--- src/rtl/id_ex_stage_reg_if.sv ---
// ID->EX boundary bundle: decode/hazard side drives the master modport, the stage register is the slave.
interface id_ex_stage_reg_if #(
   parameter int unsigned CTRL_W   = 7,
   parameter int unsigned DATA_W   = 32,
   parameter int unsigned NUM_DATA = 3,
   parameter int unsigned REG_AW   = 5,
   parameter int unsigned NUM_REGS = 3,
   parameter int unsigned CNT_W    = 16
);
   logic                         in_valid;
   logic [CTRL_W-1:0]            ctrl_in;
   logic [NUM_DATA*DATA_W-1:0]   data_in;
   logic [NUM_REGS*REG_AW-1:0]   regs_in;
   logic                         stall;
   logic                         flush_lwstall;
   logic                         flush_branch;
   logic                         cnt_clr;

   logic                         out_valid;
   logic [CTRL_W-1:0]            ctrl_out;
   logic [NUM_DATA*DATA_W-1:0]   data_out;
   logic [NUM_REGS*REG_AW-1:0]   regs_out;
   logic [CNT_W-1:0]             stall_cnt;
   logic [CNT_W-1:0]             bubble_cnt;

   modport master (
      output in_valid, ctrl_in, data_in, regs_in,
      output stall, flush_lwstall, flush_branch, cnt_clr,
      input  out_valid, ctrl_out, data_out, regs_out, stall_cnt, bubble_cnt
   );

   modport slave (
      input  in_valid, ctrl_in, data_in, regs_in,
      input  stall, flush_lwstall, flush_branch, cnt_clr,
      output out_valid, ctrl_out, data_out, regs_out, stall_cnt, bubble_cnt
   );
endinterface

--- src/rtl/id_ex_stage_reg.sv ---
// ID->EX pipeline register with valid tracking, stall hold, dual-source flush
// and saturating stall/bubble counters.
module id_ex_stage_reg #(
   parameter int unsigned       CTRL_W         = 7,
   parameter logic [CTRL_W-1:0] BUBBLE_CTRL    = '0,
   parameter int unsigned       DATA_W         = 32,
   parameter int unsigned       NUM_DATA       = 3,
   parameter int unsigned       REG_AW         = 5,
   parameter int unsigned       NUM_REGS       = 3,
   parameter bit                CLEAR_ON_FLUSH = 1'b0,
   parameter int unsigned       CNT_W          = 16
) (
   input logic              clk,
   input logic              reset,
   id_ex_stage_reg_if.slave bus
);

   localparam int unsigned DATA_LEN = NUM_DATA * DATA_W;
   localparam int unsigned REGS_LEN = NUM_REGS * REG_AW;
   localparam logic [CNT_W-1:0] CNT_MAX = '1;

   logic                flush_c;
   logic                hold_c;

   logic                valid_q,      valid_d;
   logic [CTRL_W-1:0]   ctrl_q,       ctrl_d;
   logic [DATA_LEN-1:0] data_q,       data_d;
   logic [REGS_LEN-1:0] regs_q,       regs_d;
   logic [CNT_W-1:0]    stall_cnt_q,  stall_cnt_d;
   logic [CNT_W-1:0]    bubble_cnt_q, bubble_cnt_d;

   // Flush outranks stall, so a stall only counts when no flush is present.
   assign flush_c = bus.flush_lwstall | bus.flush_branch;
   assign hold_c  = bus.stall & ~flush_c;

   // Pipeline payload next state; ctrl_in is only looked at on a true load.
   always_comb begin
      valid_d = valid_q;
      ctrl_d  = ctrl_q;
      data_d  = data_q;
      regs_d  = regs_q;
      if (flush_c) begin
         valid_d = 1'b0;
         ctrl_d  = BUBBLE_CTRL;
         if (CLEAR_ON_FLUSH) begin
            data_d = '0;
            regs_d = '0;
         end
      end else if (!bus.stall) begin
         valid_d = bus.in_valid;
         ctrl_d  = bus.in_valid ? bus.ctrl_in : BUBBLE_CTRL;
         data_d  = bus.data_in;
         regs_d  = bus.regs_in;
      end
   end

   // Saturating counters; a clear wins over any increment in the same cycle.
   always_comb begin
      stall_cnt_d  = stall_cnt_q;
      bubble_cnt_d = bubble_cnt_q;
      if (bus.cnt_clr) begin
         stall_cnt_d  = '0;
         bubble_cnt_d = '0;
      end else begin
         if (hold_c && (stall_cnt_q != CNT_MAX)) begin
            stall_cnt_d = stall_cnt_q + CNT_W'(1);
         end
         if (flush_c && (bubble_cnt_q != CNT_MAX)) begin
            bubble_cnt_d = bubble_cnt_q + CNT_W'(1);
         end
      end
   end

   always_ff @(posedge clk or posedge reset) begin
      if (reset) begin
         valid_q      <= 1'b0;
         ctrl_q       <= BUBBLE_CTRL;
         data_q       <= '0;
         regs_q       <= '0;
         stall_cnt_q  <= '0;
         bubble_cnt_q <= '0;
      end else begin
         valid_q      <= valid_d;
         ctrl_q       <= ctrl_d;
         data_q       <= data_d;
         regs_q       <= regs_d;
         stall_cnt_q  <= stall_cnt_d;
         bubble_cnt_q <= bubble_cnt_d;
      end
   end

   assign bus.out_valid  = valid_q;
   assign bus.ctrl_out   = ctrl_q;
   assign bus.data_out   = data_q;
   assign bus.regs_out   = regs_q;
   assign bus.stall_cnt  = stall_cnt_q;
   assign bus.bubble_cnt = bubble_cnt_q;

endmodule

--- src/flat_wrapper.sv ---
// flat-port wrapper written by rule: the top's interface ports become plain ports
module id_ex_stage_reg_flat 
#(
   parameter int unsigned       CTRL_W         = 7,
   parameter logic [CTRL_W-1:0] BUBBLE_CTRL    = '0,
   parameter int unsigned       DATA_W         = 32,
   parameter int unsigned       NUM_DATA       = 3,
   parameter int unsigned       REG_AW         = 5,
   parameter int unsigned       NUM_REGS       = 3,
   parameter bit                CLEAR_ON_FLUSH = 1'b0,
   parameter int unsigned       CNT_W          = 16
)
  (clk, reset, bus_in_valid, bus_ctrl_in, bus_data_in, bus_regs_in, bus_stall, bus_flush_lwstall, bus_flush_branch, bus_cnt_clr, bus_out_valid, bus_ctrl_out, bus_data_out, bus_regs_out, bus_stall_cnt, bus_bubble_cnt);
  id_ex_stage_reg_if #(.CTRL_W(CTRL_W), .DATA_W(DATA_W), .NUM_DATA(NUM_DATA), .REG_AW(REG_AW), .NUM_REGS(NUM_REGS), .CNT_W(CNT_W)) bus_i ();
  input logic clk;
  input logic reset;
  input wire logic [$bits(bus_i.in_valid)-1:0] bus_in_valid;
  input wire logic [$bits(bus_i.ctrl_in)-1:0] bus_ctrl_in;
  input wire logic [$bits(bus_i.data_in)-1:0] bus_data_in;
  input wire logic [$bits(bus_i.regs_in)-1:0] bus_regs_in;
  input wire logic [$bits(bus_i.stall)-1:0] bus_stall;
  input wire logic [$bits(bus_i.flush_lwstall)-1:0] bus_flush_lwstall;
  input wire logic [$bits(bus_i.flush_branch)-1:0] bus_flush_branch;
  input wire logic [$bits(bus_i.cnt_clr)-1:0] bus_cnt_clr;
  output wire logic [$bits(bus_i.out_valid)-1:0] bus_out_valid;
  output wire logic [$bits(bus_i.ctrl_out)-1:0] bus_ctrl_out;
  output wire logic [$bits(bus_i.data_out)-1:0] bus_data_out;
  output wire logic [$bits(bus_i.regs_out)-1:0] bus_regs_out;
  output wire logic [$bits(bus_i.stall_cnt)-1:0] bus_stall_cnt;
  output wire logic [$bits(bus_i.bubble_cnt)-1:0] bus_bubble_cnt;
  assign bus_i.in_valid = bus_in_valid;
  assign bus_i.ctrl_in = bus_ctrl_in;
  assign bus_i.data_in = bus_data_in;
  assign bus_i.regs_in = bus_regs_in;
  assign bus_i.stall = bus_stall;
  assign bus_i.flush_lwstall = bus_flush_lwstall;
  assign bus_i.flush_branch = bus_flush_branch;
  assign bus_i.cnt_clr = bus_cnt_clr;
  assign bus_out_valid = bus_i.out_valid;
  assign bus_ctrl_out = bus_i.ctrl_out;
  assign bus_data_out = bus_i.data_out;
  assign bus_regs_out = bus_i.regs_out;
  assign bus_stall_cnt = bus_i.stall_cnt;
  assign bus_bubble_cnt = bus_i.bubble_cnt;
  id_ex_stage_reg #(.CTRL_W(CTRL_W), .BUBBLE_CTRL(BUBBLE_CTRL), .DATA_W(DATA_W), .NUM_DATA(NUM_DATA), .REG_AW(REG_AW), .NUM_REGS(NUM_REGS), .CLEAR_ON_FLUSH(CLEAR_ON_FLUSH), .CNT_W(CNT_W)) u_core (.clk(clk), .reset(reset), .bus(bus_i));
endmodule
--- config.mk ---
export PLATFORM = sky130hd
export DESIGN_NAME = id_ex_stage_reg_flat
export DESIGN_NICKNAME = d
export VERILOG_FILES = /design/src/rtl/id_ex_stage_reg_if.sv /design/src/rtl/id_ex_stage_reg.sv /design/src/flat_wrapper.sv
export SDC_FILE = /design/constraint.sdc
export NUM_CORES = 1
export LEC_CHECK = 0
export BUFFER_PORTS_ARGS = -buffer_cell sky130_fd_sc_hd__buf_2
export CORE_UTILIZATION = 45
export CTS_BUF_LIST = sky130_fd_sc_hd__clkbuf_8
export DETAILED_ROUTE_END_ITERATION = 12
export PLACE_DENSITY = 0.73
export SYNTH_ARGS = -nofsm -noshare
export SYNTH_HDL_FRONTEND = slang
export SYNTH_SLANG_ARGS = --single-unit
--- constraint.sdc ---
create_clock -name clk -period 5.7 [get_ports clk]
set_input_delay 0.285 -clock clk [delete_from_list [all_inputs] [get_ports clk]]
set_output_delay 0.285 -clock clk [all_outputs]
set_load 0.03 [all_outputs]
**Yosys cells after proc, flatten, opt, wreduce, memory -nomap -nowiden**

Cells that the tools add are included.

- Input port bits: 125
- Register bits: 151
- Output and inout bits: 151

- Add/sub/neg operators: 2
- Equal/unequal tests: 3
- Reduce and logical (&&, ||, !) cells: 5
- Mux-type cells: 9
- Bitwise gates (word level): 4

Operators by type and width:

| cell | count |
|---|---|
| two-way mux 16 bit | 4 |
| adder 16 x 1 -> 16 bit, second input constant | 2 |
| inequality test 16 bit, second input constant | 2 |
| two-way mux 7 bit | 3 |
| nonzero test 2 bit | 2 |
| logical AND 1 bit | 2 |
| two-way mux 1 bit | 2 |
| inequality test 2 x 1 -> 1 bit, second input constant | 1 |
| NOT 1 bit | 2 |
| AND reduction 2 bit | 1 |
| AND 1 bit | 1 |
| bitwise OR 1 bit | 1 |

**Logic depth before layout (Yosys ltp)**

Gate-level depths: netlist of run 1.

- Depth in word-level cells: 6
- Depth in mapped cells: 7

**Least setup slack after synthesis of run 1**

No wires, ideal clock.

- Kind: flip-flop to flip-flop
- From: reg u_core.stall_cnt_q[0], in the netlist u_core.bus.stall_cnt[0]
- To: reg u_core.stall_cnt_q[3], in the netlist u_core.bus.stall_cnt[3]
- Arrival: 1939 ps
- Required time: 5572 ps
- Cell stages (with the launch flop): 8
- Path slack: 3634 ps
- Path buffers: 2
- Period minus slack after synthesis: 2066 ps
- Path through: dfrtp_1 ha_1 clkbuf_1 nand3_1 nor3_4 buf_4 a21oi_1 mux2_1

- Word-level cells in the longest chain between the ends: 3
- Elaborated cells on any way between the ends: 6

Ends and longest elaborated chain:

| element | line | RTL |
|---|---|---|
| start, declared | id_ex_stage_reg.sv:29 | `logic [CNT_W-1:0] stall_cnt_q, stall_cnt_d;` |
| start signal, assigned | id_ex_stage_reg.sv:87 | `stall_cnt_q <= stall_cnt_d;` |
| adder 16 x 1 -> 16 bit / inequality test 16 bit (equally long branches) | id_ex_stage_reg.sv:66, id_ex_stage_reg.sv:65 |  |
| two-way mux 16 bit / logical AND 1 bit (equally long branches) | id_ex_stage_reg.sv:65 | `if (hold_c && (stall_cnt_q != CNT_MAX)) begin` |
| two-way mux 16 bit / nonzero test 2 bit (equally long branches) | n/a |  |

Several ways; a longest one is shown, not always the timed one. The select of a mux whose other input is x is not followed.
A chain may end at the register's enable or synchronous reset.

**Final worst setup path of run 1**

- From: in bus_flush_branch
- To: reg u_core.data_q[87], in the netlist u_core.bus.data_out[87]

- Word-level cells in the longest chain between the ends: 3

Ends and longest elaborated chain:

| element | line | RTL |
|---|---|---|
| start, declared | flat_wrapper.sv:23 | `input wire logic [$bits(bus_i.flush_branch)-1:0] bus_flush_branch;` |
| bitwise OR 1 bit | id_ex_stage_reg.sv:33 | `assign flush_c = bus.flush_lwstall \| bus.flush_branch;` |
| NOT 1 bit (no line) | n/a |  |
| AND reduction 2 bit (no line) | n/a |  |
| end signal, assigned | id_ex_stage_reg.sv:85 | `data_q <= data_d;` |
| end, declared | id_ex_stage_reg.sv:27 | `logic [DATA_LEN-1:0] data_q, data_d;` |

Every way passes these cells.

==> results.py, run 1 <==
metrics = {
    "worst_setup_path": {
        "slowest_stage": "buf_4",
        "cp_max_fo": 90,
        "cp-start-kind": "input pin",
        "cp-end-kind": "flop",
        "reg2reg_setup_slack_ns": 3.54,
        "crit_required_ns": 6.02,
        "rr_worst_depth": 5,
        "worstSetupPathType": "in -> reg",
        "reg2reg_from": "u_core.bus.stall_cnt[0]",
        "cp_data_arrival_time_ns": 2.78,
        "reg2reg_to": "u_core.bus.stall_cnt[0]",
        "worstPathCellList": "buf_2 -> or2_1 -> nor2_4 -> buf_4 -> mux2_1",
        "slowest_delay_ns": 0.94,
    },
    "final_layout": {
        "drive_above_1_share": 0.452,
        "fill_cells": 1157,
        "finalNonFillerCells": 945,
        "nNetsFinal": 879,
        "mostFrequentLayoutCells": "buf_2, dfrtp_1, mux2_1, nor2_1",
        "final_common_cell": "buf_2",
        "syn_to_final_growth_pct": 29.4,
        "insertedDiodeCount": 0,
    },
    "routing": {
        "top_layer_used": "met5",
        "dr_wl_met3_um": 1060,
        "first_pass_iters": 4,
        "avgRoutedWirePerCell_um": 16.0,
        "totalWireLength_um": 15100,
        "wl_met2_um": 7600,
        "ant_nets": 0,
        "wl_met1_um": 6080,
        "num_vias": 4829,
        "drtIter0Drc": 248,
        "viasPerCell": 5.11,
        "drc": 0,
    },
    "die": {
        "fp.dieH_um": 121,
        "die_w_um": 121,
        "io_pins": 276,
        "die_area_mm2": 0.0147,
        "rows": 43,
        "start_util": 0.462,
        "core_mm2": 0.0139,
    },
    "hold_path": {
        "min_path_type": "in -> async",
    },
    "sta": {
        "hold_viol_final": 0,
        "slew_viol_final": 0,
        "relSlewSlack": 0.239,
        "period_minus_slack_ns": 2.46,
        "worst_slew_pin_slew_ns": 1.14,
        "timing.fmax_mhz": 407,
        "fin_crit_sh": 0.432,
        "rsz0062_at_grt": "no",
        "setup_viol": 0,
        "finClkSkew_ns": 0.00695,
        "fin_setup_tns_ns": 0,
    },
    "global_route": {
        "grt_max_degree": 101,
        "grt_overflow": 0,
        "grt_pass1_wl_um": 23700,
        "antenna_found_initial": 1,
        "grt_pass1_vias": 4790,
        "grt_usage": 0.208,
    },
    "cts": {
        "cts_max_level": 4,
        "cts_tree": "yes",
        "cts_buffer_depth": 2,
        "cts.sinks": 151,
        "numCtsBuffers": 17,
        "holdBufCountCts": 0,
        "clock_latency_ns": 0.44,
        "cts_root_buffer": "clkbuf_8",
        "cts_setup_buffers": 0,
        "cts_resized": 0,
        "clkSlewWorstSetupHoldPaths_ns": 0.08,
    },
    "power": {
        "pwr-share-comb": 0.251,
        "p_clk_frac": 0.295,
        "leakage_nw": 4.11,
        "swShare": 0.336,
        "p_int_w": 0.00189,
        "finalPower_w": 0.00285,
        "p_sw_w": 0.000959,
        "vdd_drop_max_mv": 0.187,
        "pwr-share-seq": 0.454,
        "power_density_mw_per_mm2": 344,
    },
    "synth": {
        "synth_flop_cell": "dfrtp_1",
        "synthArstFlopShare": 1.00,
        "synth_top_area_frac": 0.589,
        "ys_ff_latch": 151,
        "synth.distinct_cells": 50,
        "syn_nets": 606,
        "syn_area_per_cell_um2": 13.4,
        "yosysWarnings": 0,
        "netlist_area_mm2": 0.00641,
        "synth_edf_count": 0,
        "yosysSeqAreaShare": 0.589,
        "yosysTopAreaCell": "dfrtp_1",
        "ys_top_cells_by_area": "dfrtp_1, mux2_1, mux2_2, nor2_1, a21oi_1",
        "postSynthCellCount": 479,
    },
    "placement": {
        "dp_cells": 913,
        "hpwl_um": 11100,
        "gp_congestion": 0.835,
        "numPortBuffers": 275,
    },
    "run": {
        "maxCapViolations": 0,
    },
    "run_status": {
        "status": "complete, no violations",
    },
}
[flip-flops by register name (all words and copies together), names as in the netlist]
register,count
u_core.bus.data_out,96
u_core.bus.bubble_cnt,16
u_core.bus.stall_cnt,16
u_core.bus.regs_out,15
u_core.bus.ctrl_out,7
u_core.bus.out_valid,1
[cell type report]
cell class	count	area (µm²)	area share
sequential	151	3780	0.455
multi-input combinational	299	2470	0.297
timing repair buffer	277	1390	0.168
clock buffer	18	248	0.0299
tap	180	225	0.0271
clock inverter	14	159	0.0192
inverter	6	27.5	0.00332
[how the worst max path moves through the flow]
stage,startpoint,endpoint,slack (ns),cells past startpoint
3_5_place_dp,bus_flush_branch,u_core.bus.data_out[29],2.79,5
2_1_floorplan,reset,u_core.bus.bubble_cnt[0],1.35,1
3_3_place_gp,bus_flush_branch,u_core.bus.data_out[29],2.86,5
6_report,bus_flush_branch,u_core.bus.data_out[87],3.24,5
4_1_cts,bus_flush_branch,u_core.bus.regs_out[2],3.27,5
5_1_grt,bus_flush_branch,u_core.bus.data_out[54],3.12,5
[per-layer routing]
metal / global-route usage / vias up
met1: 0.256 / 2333
li1: - / 2268
met2: 0.344 / 195
met5: 0 / -
met4: 0.0934 / 2
met3: 0.0531 / 31
[power by group through the flow]
stage / logic [W] / registers (W) / clock network, W
floorplan: 0.000158 / 0.00163 / 0
global placement: 0.000709 / 0.00131 / 0
detailed placement: 0.000725 / 0.00132 / 0
CTS: 0.000726 / 0.00130 / 0.000866
global route: 0.000759 / 0.00132 / 0.000918
finish: 0.000715 / 0.00130 / 0.000843
[worst max-delay path, delay by kind of cell]
kind                   cells  cell delay [ns]
buffers and inverters      2             1.09
multiplexers               1             0.40
AND/OR/NAND/NOR            2             0.90
[through the flow]
step                      setup slack, ns  hold slack (ns)  instance area [µm²]  utilization
after floorplan                      1.35            0.420                 6410            -
after global placement               2.86            0.461                 7890        0.568
after detailed placement             2.79            0.470                 7890        0.568
after CTS                            3.27           0.0211                 8300        0.598
after global routing                 3.12           0.0260                 8300        0.598
final                                3.24           0.0202                 8300        0.598
[synthesized netlist by cell type (all sizes together) (3+ instances only)]
cell	count
nand2	20
and3	3
o41ai	3
nor3	7
inv	6
o31ai	6
and2	3
nand3	7
nand4	10
mux2	124
a21oi	27
o311ai	3
nor2	37
or3	3
or4	6
a211oi	3
dfrtp	151
nor2b	14
buf	16
clkbuf	7
[cells by family (layout without fill, tap and decap cells)]
logic type,count (synthesis),count (layout),share of synthesized area
fa+ha+maj,2,2,0.00390
mux,126,126,0.221
flops,151,151,0.589
compound gates,50,50,0.0513
simple gates,121,121,0.108
buf+inv,29,315,0.0269
No activity file was read; power rests on OpenSTA's default activity.
==> run 2: changes to the inputs <==
==> constraint.sdc (replaced) <==
create_clock -name clk -period 2.4 [get_ports clk]
set_input_delay 0.12 -clock clk [delete_from_list [all_inputs] [get_ports clk]]
set_output_delay 0.12 -clock clk [all_outputs]
set_load 0.03 [all_outputs]
==> results.py, run 2 (synthesis results as in run 1) <==
metrics = {
    "run_status": {
        "status": "complete, no violations",
    },
    "power": {
        "p_sw_w": 0.00236,
        "pwr-share-comb": 0.270,
        "pwr-share-seq": 0.438,
        "p_int_w": 0.00471,
        "power_density_mw_per_mm2": 738,
        "leakage_nw": 4.64,
        "swShare": 0.334,
        "p_clk_frac": 0.292,
        "vdd_drop_max_mv": 0.469,
        "finalPower_w": 0.00706,
    },
    "sta": {
        "hold_viol_final": 0,
        "finClkSkew_ns": 0.00952,
        "worst_slew_pin_slew_ns": 0.595,
        "period_minus_slack_ns": 1.90,
        "hold_slack_ns": 0.0406,
        "fin_setup_tns_ns": 0,
        "rsz0062_at_grt": "no",
        "setup_viol": 0,
        "fin_crit_sh": 0.793,
        "slew_viol_final": 0,
        "relSlewSlack": 0.603,
        "timing.fmax_mhz": 526,
    },
    "placement": {
        "hpwl_um": 11400,
        "dp_cells": 922,
        "gp_congestion": 0.851,
        "numPortBuffers": 275,
    },
    "cts": {
        "cts_setup_buffers": 0,
        "cts_root_buffer": "clkbuf_8",
        "clock_latency_ns": 0.44,
        "numCtsBuffers": 17,
        "cts_tree": "yes",
        "cts_max_level": 4,
        "holdBufCountCts": 114,
        "cts.sinks": 151,
        "cts_buffer_depth": 2,
        "clkSlewWorstSetupHoldPaths_ns": 0.08,
        "cts_resized": 0,
    },
    "routing": {
        "first_pass_iters": 5,
        "avgRoutedWirePerCell_um": 17.0,
        "drtIter0Drc": 307,
        "num_vias": 5445,
        "ant_nets": 0,
        "totalWireLength_um": 18100,
        "drc": 0,
        "viasPerCell": 5.11,
    },
    "final_layout": {
        "drive_above_1_share": 0.402,
        "largest_reg_flops": 96,
        "mostFrequentLayoutCells": "buf_2, dfrtp_1, dlygate4sd3_1, mux2_1, nor2_1",
        "final_common_cell": "buf_2",
        "nNetsFinal": 1002,
        "syn_to_final_growth_pct": 49.2,
        "insertedDiodeCount": 0,
        "finalNonFillerCells": 1066,
        "final_util": 0.689,
    },
    "global_route": {
        "antenna_found_initial": 0,
        "grt_pass1_vias": 5571,
        "grt_usage": 0.246,
        "grt_max_degree": 80,
        "grt_overflow": 0,
        "grt_pass1_wl_um": 27800,
    },
    "die": {
        "rows": 43,
        "fp.dieH_um": 121,
        "start_util": 0.462,
        "die_area_mm2": 0.0147,
        "io_pins": 276,
        "die_w_um": 121,
        "core_mm2": 0.0139,
    },
    "run": {
        "maxCapViolations": 0,
    },
    "worst_setup_path": {
        "cp-start-kind": "flop",
        "worstSetupPathType": "reg -> reg",
        "cp-end-kind": "flop",
        "crit_required_ns": 2.70,
        "cp_max_fo": 7,
        "cp_data_arrival_time_ns": 2.20,
    },
    "hold_path": {
        "min_path_type": "in -> reg",
    },
}
## run 2: final timing paths
check                                         start                        end  slack (ns)  cells past startpoint
min in group asynchronous                     reset  u_core.bus.bubble_cnt[14]        0.25                      3
max reg2reg                u_core.bus.bubble_cnt[0]  u_core.bus.bubble_cnt[10]        0.50                      5
max in group asynchronous                     reset    u_core.bus.data_out[64]        1.41                      4
min reg2reg                  u_core.bus.data_out[1]     u_core.bus.data_out[1]        0.48                      1
min                                  bus_ctrl_in[4]     u_core.bus.ctrl_out[4]        0.04                      5
max                        u_core.bus.bubble_cnt[0]  u_core.bus.bubble_cnt[10]        0.50                      5
## run 2: final cells by class
cell class | count | area (µm²)
clock buffers | 17 | 234
clock inverters | 13 | 183
fillers | 948 | 4320
inverters | 6 | 26.3
multi-input cells | 299 | 2470
flip-flops and latches | 151 | 3780
well taps | 180 | 225
repair buffers | 400 | 2650
## run 2: through the flow
step	area [µm²]	worst slack (ns)
finish	9560	0.498
global route	9560	0.349
CTS	9560	0.536
detailed placement	8010	0.460
global placement	8010	0.536
floorplan	6410	0.334
## run 2: power groups by stage
stage | Sequential (W) | Clock (W) | Combinational, W
after global placement | 0.00310 | 0 | 0.00170
after floorplan | 0.00386 | 0 | 0.000375
after global routing | 0.00314 | 0.00220 | 0.00201
after CTS | 0.00308 | 0.00211 | 0.00189
after detailed placement | 0.00313 | 0 | 0.00174
final | 0.00310 | 0.00206 | 0.00191
## run 2: worst max-delay path, stage by stage (launching register included)
cell,delay (ns)
dfrtp_1,0.44
ha_1,0.24
o211ai_2,0.17
or3_4,0.40
o311ai_0,0.37
o41ai_1,0.15
## run 2: per-layer routing
| layer | vias up | global-route usage | share of wire |
|---|---|---|---|
| li1 | 2516 | - | - |
| met1 | 2658 | 0.277 | 0.38 |
| met2 | 233 | 0.437 | 0.53 |
| met3 | 38 | 0.0667 | 0.068 |
| met4 | 0 | 0.101 | 0.024 |
| met5 | - | 0 | 0 |
